File: config.mk
export PLATFORM = sky130hd
export DESIGN_NAME = clock_period_meter
export DESIGN_NICKNAME = d
export VERILOG_FILES = /design/src/rtl/clock_period_meter.sv
export SDC_FILE = /design/constraint.sdc
export NUM_CORES = 1
export LEC_CHECK = 0
export CAP_MARGIN = 20
export CORE_MARGIN = 2
export CORE_UTILIZATION = 40
export CTS_BUF_LIST = sky130_fd_sc_hd__clkbuf_2 sky130_fd_sc_hd__clkbuf_4 sky130_fd_sc_hd__clkbuf_8
export CTS_CLUSTER_DIAMETER = 200
export CTS_CLUSTER_SIZE = 8
export DETAILED_ROUTE_END_ITERATION = 8
export PLACE_DENSITY = 0.64
export SYNTH_ARGS = -nofsm -noshare
export SYNTH_HDL_FRONTEND = slang
export SYNTH_SLANG_ARGS = --single-unit
export TNS_END_PERCENT = 100
File: constraint.sdc
create_clock -name clock_in -period 2.6 [get_ports clock_in]
set_input_delay 0.26 -clock clock_in [delete_from_list [all_inputs] [get_ports clock_in]]
set_output_delay 0.26 -clock clock_in [all_outputs]
set_load 0.01 [all_outputs]
File: src/rtl/clock_period_meter.sv
// Measures period and high time of a slow asynchronous input in clock_in cycles.
// Optional frequency/duty self-check is built when DUTY_CHECK_EN is defined.
module clock_period_meter #(
    parameter int unsigned      WIDTH       = 28,
    parameter logic [WIDTH-1:0] TIMEOUT     = 28'd1000000,
    parameter int unsigned      SYNC_STAGES = 2
`ifdef DUTY_CHECK_EN
    ,
    parameter logic [WIDTH-1:0] EXP_PERIOD  = 28'd2,
    parameter logic [WIDTH-1:0] TOL         = 28'd0
`endif
) (
    input  logic             clock_in,
    input  logic             reset,
    input  logic             sig_in,
    output logic [WIDTH-1:0] period_out,
    output logic [WIDTH-1:0] high_out,
    output logic             meas_valid,
    output logic             stalled
`ifdef DUTY_CHECK_EN
    ,
    output logic             freq_err,
    output logic             duty_err
`endif
);

    typedef enum logic {
        ARM     = 1'b0,
        MEASURE = 1'b1
    } state_e;

    state_e state_q, state_d;

    logic [SYNC_STAGES-1:0] sync_q, sync_d;
    logic                   prev_q, prev_d;
    logic [WIDTH-1:0]       cnt_q, cnt_d;
    logic [WIDTH-1:0]       hi_lat_q, hi_lat_d;
    logic [WIDTH-1:0]       period_q, period_d;
    logic [WIDTH-1:0]       high_q, high_d;
    logic                   meas_valid_q, meas_valid_d;
    logic                   stalled_q, stalled_d;

    logic synced;
    logic rise_det;
    logic fall_det;
    logic timeout_hit;

    assign synced      = sync_q[SYNC_STAGES-1];
    assign rise_det    = synced & ~prev_q;
    assign fall_det    = ~synced & prev_q;
    assign timeout_hit = (cnt_q == TIMEOUT);

    always_comb begin
        sync_d = {sync_q[SYNC_STAGES-2:0], sig_in};
        prev_d = synced;
        if (rise_det) begin
            cnt_d = WIDTH'(1);
        end else if (timeout_hit) begin
            cnt_d = cnt_q;
        end else begin
            cnt_d = cnt_q + WIDTH'(1);
        end
    end

    // FSM: state register
    always_ff @(posedge clock_in) begin
        if (reset) begin
            state_q <= ARM;
        end else begin
            state_q <= state_d;
        end
    end

    // FSM: next state
    always_comb begin
        state_d = state_q;
        case (state_q)
            ARM:     if (rise_det) state_d = MEASURE;
            MEASURE: if (!rise_det && timeout_hit) state_d = ARM;
            default: state_d = ARM;
        endcase
    end

    // FSM: outputs and latched measurements
    always_comb begin
        // NOTE: every signal gets a default first so no path leaves it unassigned (no latch).
        period_d     = period_q;
        high_d       = high_q;
        meas_valid_d = 1'b0;
        stalled_d    = stalled_q;
        hi_lat_d     = hi_lat_q;

        if (rise_det) begin
            hi_lat_d = '0;
        end else if (state_q == MEASURE && fall_det) begin
            hi_lat_d = cnt_q;
        end

        if (state_q == MEASURE) begin
            if (rise_det) begin
                period_d     = cnt_q;
                high_d       = hi_lat_q;
                meas_valid_d = 1'b1;
                stalled_d    = 1'b0;
            end else if (timeout_hit) begin
                stalled_d = 1'b1;
            end
        end
    end

    always_ff @(posedge clock_in) begin
        // NOTE: the synchronizer chain is reset too, so a level held across reset shows up as a fresh edge.
        if (reset) begin
            sync_q       <= '0;
            prev_q       <= 1'b0;
            cnt_q        <= '0;
            hi_lat_q     <= '0;
            period_q     <= '0;
            high_q       <= '0;
            meas_valid_q <= 1'b0;
            stalled_q    <= 1'b0;
        end else begin
            // NOTE: non-blocking so every flop samples the pre-edge values of the others.
            sync_q       <= sync_d;
            prev_q       <= prev_d;
            cnt_q        <= cnt_d;
            hi_lat_q     <= hi_lat_d;
            period_q     <= period_d;
            high_q       <= high_d;
            meas_valid_q <= meas_valid_d;
            stalled_q    <= stalled_d;
        end
    end

    assign period_out = period_q;
    assign high_out   = high_q;
    assign meas_valid = meas_valid_q;
    assign stalled    = stalled_q;

`ifdef DUTY_CHECK_EN
    logic             freq_err_q, freq_err_d;
    logic             duty_err_q, duty_err_d;
    logic [WIDTH-1:0] period_dev;
    logic [WIDTH:0]   twice_high;
    logic [WIDTH:0]   period_ext;
    logic [WIDTH:0]   duty_dev;

    // Flags are judged on the values being latched into period_out/high_out.
    always_comb begin
        period_dev = (cnt_q >= EXP_PERIOD) ? (cnt_q - EXP_PERIOD) : (EXP_PERIOD - cnt_q);
        twice_high = {hi_lat_q, 1'b0};
        period_ext = {1'b0, cnt_q};
        duty_dev   = (twice_high >= period_ext) ? (twice_high - period_ext)
                                                : (period_ext - twice_high);
        freq_err_d = freq_err_q;
        duty_err_d = duty_err_q;
        if (meas_valid_d) begin
            freq_err_d = (period_dev > TOL);
            duty_err_d = (duty_dev > (WIDTH+1)'(1));
        end
    end

    always_ff @(posedge clock_in) begin
        if (reset) begin
            freq_err_q <= 1'b0;
            duty_err_q <= 1'b0;
        end else begin
            freq_err_q <= freq_err_d;
            duty_err_q <= duty_err_d;
        end
    end

    assign freq_err = freq_err_q;
    assign duty_err = duty_err_q;
`endif

endmodule
==> flow_summary_export.csv <==
group,metric,value,unit
route,num_vias,3450,
global_route,antenna_found_initial,0,
hold_path,hold_path.class,"primary input to flop",
setup_path,end_kind,"flop",
timing,min_period,2.37,ns
setup_path,crit_chain,"ha_1 > nand3_2 > or4_1 > or4_1 > a21oi_1",
synth,synth_fp_nets,445,
clock_tree,clock_latency,0.43,ns
global_route,first_global_vias,3202,
setup_path,required,2.95,ns
global_route,grt_pass1_wl,16000,um
global_route,overflow,0,
finish,final_layout_size_suffix_gt1_frac,0.0911,
finish,diodes,0,
route,firstDrtPassIters,5,
finish,nNetsFinal,497,
global_route,use_met3,0.0541,
placed_design,gp_congestion,0.778,
setup_path,cp_top_family,"simple AND/OR/NAND/NOR gates",
timing,final.setup.tns,0,ns
placed_design,dpl.hpwl,6230,um
setup_path,crit_slowest_cell,"or4_1",
setup_path,cp_num_buf_inv,0,
floorplanning,dieArea,11400,um^2
clock_tree,clock_sinks,118,
pwr,cellPowerDensity,675,nW/um^2
setup_path,arrival,2.72,ns
global_route,grt_util_all_layers,0.179,
pwr,p_leak,1.82,nW
clock_tree,clkTransAtPathRegs,0.07,ns
clock_tree,cts_hold_buf,0,
setup_path,start_kind,"flop",
placed_design,placed_area,4950,um^2
flow_run,max-cap-violations,0,
timing,slew_headroom,0.602,
route,drt_iter0_drc,174,
floorplanning,ios,61,
floorplanning,chipWidth,107,um
timing,min_period_over_period,0.911,
timing,tightest_slew,0.597,ns
global_route,grt.met2_usage,0.265,
setup_path,critical_path_class,"flop to flop",
route,drc_errors,0,
route,ant_nets,0,
clock_tree,cts-resized-gates,0,
setup_path,cp_common_cell,"or4_1",
synth,synth_cell_types,34,
clock_tree,htreeDepth,4,
synth,ys_warn_count,0,
finish,final_area,5360,um^2
clock_tree,cts_tree,"built",
synth,synthesis.area,4220,um^2
floorplanning,die_h,107,um
timing,slew_viol_final,0,
timing,skew,0.0106,ns
floorplanning,core_area,10300,um^2
setup_path,worst-path-max-fanout,12,
synth,netlist_instances,440,
placed_design,port_buffers,60,
synth,yosys_register_bits,118,
timing,timing.fmax,422,MHz
synth,ys_seq_area_frac,0.560,
synth,avgSynthCellArea,9.59,um^2
clock_tree,cts_setup_buffers,0,
global_route,top_usage_layer,"met2",
clock_tree,cts_buffer_depth,2,
timing,finalSetupViolations,0,
placed_design,pre_cts_slack,0.287,ns
timing,finalHoldViolations,0,
floorplanning,rows,37,
setup_path,cpPeakStageDelay,0.70,ns
timing,setup_ws,0.232,ns
clock_tree,cts_buffers,17,
floorplanning,start_util,0.411,
finish,area.growth.synth_to_final,27.0,%
route,wire_per_inst,15.1,um
clock_tree,cts-root-buf,"clkbuf_8",
global_route,grt_use_met1,0.242,
status,status,"finished, final reports clean",
timing,rsz0062_at_grt,"false",
route,routed_wirelength,9690,um
route,avgViaCountPerCell,5.38,
global_route,grt_max_degree,58,
pwr,vdd_drop_max,0.278,mV
## worst paths after layout
path	slack (ns)	endpoint	start	depth (start not counted)
hold reg to reg	0.44	sync_q[1]$_SDFF_PP0_	sync_q[0]$_SDFF_PP0_	1
setup reg to reg	0.23	cnt_q[22]$_SDFFE_PP0P_	cnt_q[0]$_SDFFE_PP0P_	5
setup / recovery	0.23	cnt_q[22]$_SDFFE_PP0P_	cnt_q[0]$_SDFFE_PP0P_	5
hold / removal	0.39	sync_q[0]$_SDFF_PP0_	sig_in	2
## Yosys cell counts
library cell / instances / share of area
nand2_2: 1 / 0.0015
a21oi_1: 49 / 0.058
inv_1: 8 / 0.0071
buf_2: 7 / 0.0083
nor3_1: 7 / 0.0083
o21a_1: 3 / 0.0053
buf_1: 2 / 0.0018
nor4_1: 2 / 0.0030
dfxtp_1: 118 / 0.56
and2_1: 1 / 0.0015
o31ai_1: 11 / 0.020
or3_1: 6 / 0.0089
nor2b_1: 5 / 0.0074
o21ai_1: 5 / 0.0059
o211ai_1: 1 / 0.0018
nand3_1: 10 / 0.012
and3_1: 1 / 0.0015
xor2_1: 4 / 0.0083
nand3_2: 1 / 0.0024
nand2_1: 67 / 0.060
and4_1: 3 / 0.0062
nand4_1: 6 / 0.0089
o21ai_0: 3 / 0.0036
nor2_1: 9 / 0.0080
nand2b_1: 3 / 0.0044
o311a_1: 1 / 0.0024
nor4b_1: 2 / 0.0042
xnor2_1: 3 / 0.0062
clkbuf_1: 28 / 0.025
ha_1: 2 / 0.0059
or4_1: 13 / 0.023
or2_1: 1 / 0.0015
and4bb_1: 1 / 0.0030
a22o_1: 56 / 0.12
## cell families after synthesis
group	share of synthesized area
simple gates	0.165
compound gates	0.213
flops	0.560
buf+inv	0.0421
xor+xnor	0.0145
fa+ha+maj	0.00593
## routing by layer
metal,up-vias,part of all wire,wire length [um]
li1,1700,-,-
met1,1645,0.48,4650
met2,88,0.45,4380
met3,17,0.051,495
met4,0,0.017,167
met5,-,0,0
## stage by stage
stage | cells | power (W) | util | hold slack, ns
global placement | 609 | 0.00193 | 0.481 | 0.420
CTS | 641 | 0.00365 | 0.522 | 0.361
global route | 641 | 0.00374 | 0.522 | 0.407
finish | 641 | 0.00362 | 0.522 | 0.386
floorplan | 440 | 0.00191 | - | 0.329
detailed placement | 609 | 0.00193 | 0.481 | 0.424
## layout make-up
class	instances	area (um^2)
inverter	8	30.0
clock buffer	20	263
tap	136	170
timing repair buffer	70	688
sequential	118	2360
multi-input combinational	277	1700
clock inverter	12	151
fill	1009	4910
## flip-flops by register name, summed over array words and instances (netlist names)
name,cells
prev_q,1
stalled,1
meas_valid,1
hi_lat_q,28
sync_q,2
period_out,28
state_q,1
cnt_q,28
high_out,28
## power by group
group	internal (W)	switching, W	total [W]
Sequential	0.00181	0.00000952	0.00182
Clock	0.000994	0.000733	0.00173
Combinational	0.0000200	0.0000496	0.0000696
## cell usage in the layout (no fill, tap or decap), types with 3 or more instances in the layout
cell / count
nand3_1: 10
xor2_1: 4
clkinv_2: 4
xnor2_1: 3
a22o_1: 56
nand2b_1: 3
clkdlybuf4s50_1: 60
or4_1: 13
o21ai_0: 3
o21ai_1: 5
and4_1: 3
inv_1: 8
buf_4: 9
nor2b_1: 5
or3_1: 6
o21a_1: 3
nor2_1: 9
o31ai_1: 11
dfxtp_1: 118
clkbuf_8: 18
nand4_1: 6
nor3_1: 6
bufinv_16: 3
nand2_1: 67
a21oi_1: 48
Power figures use the tool's default switching activity.
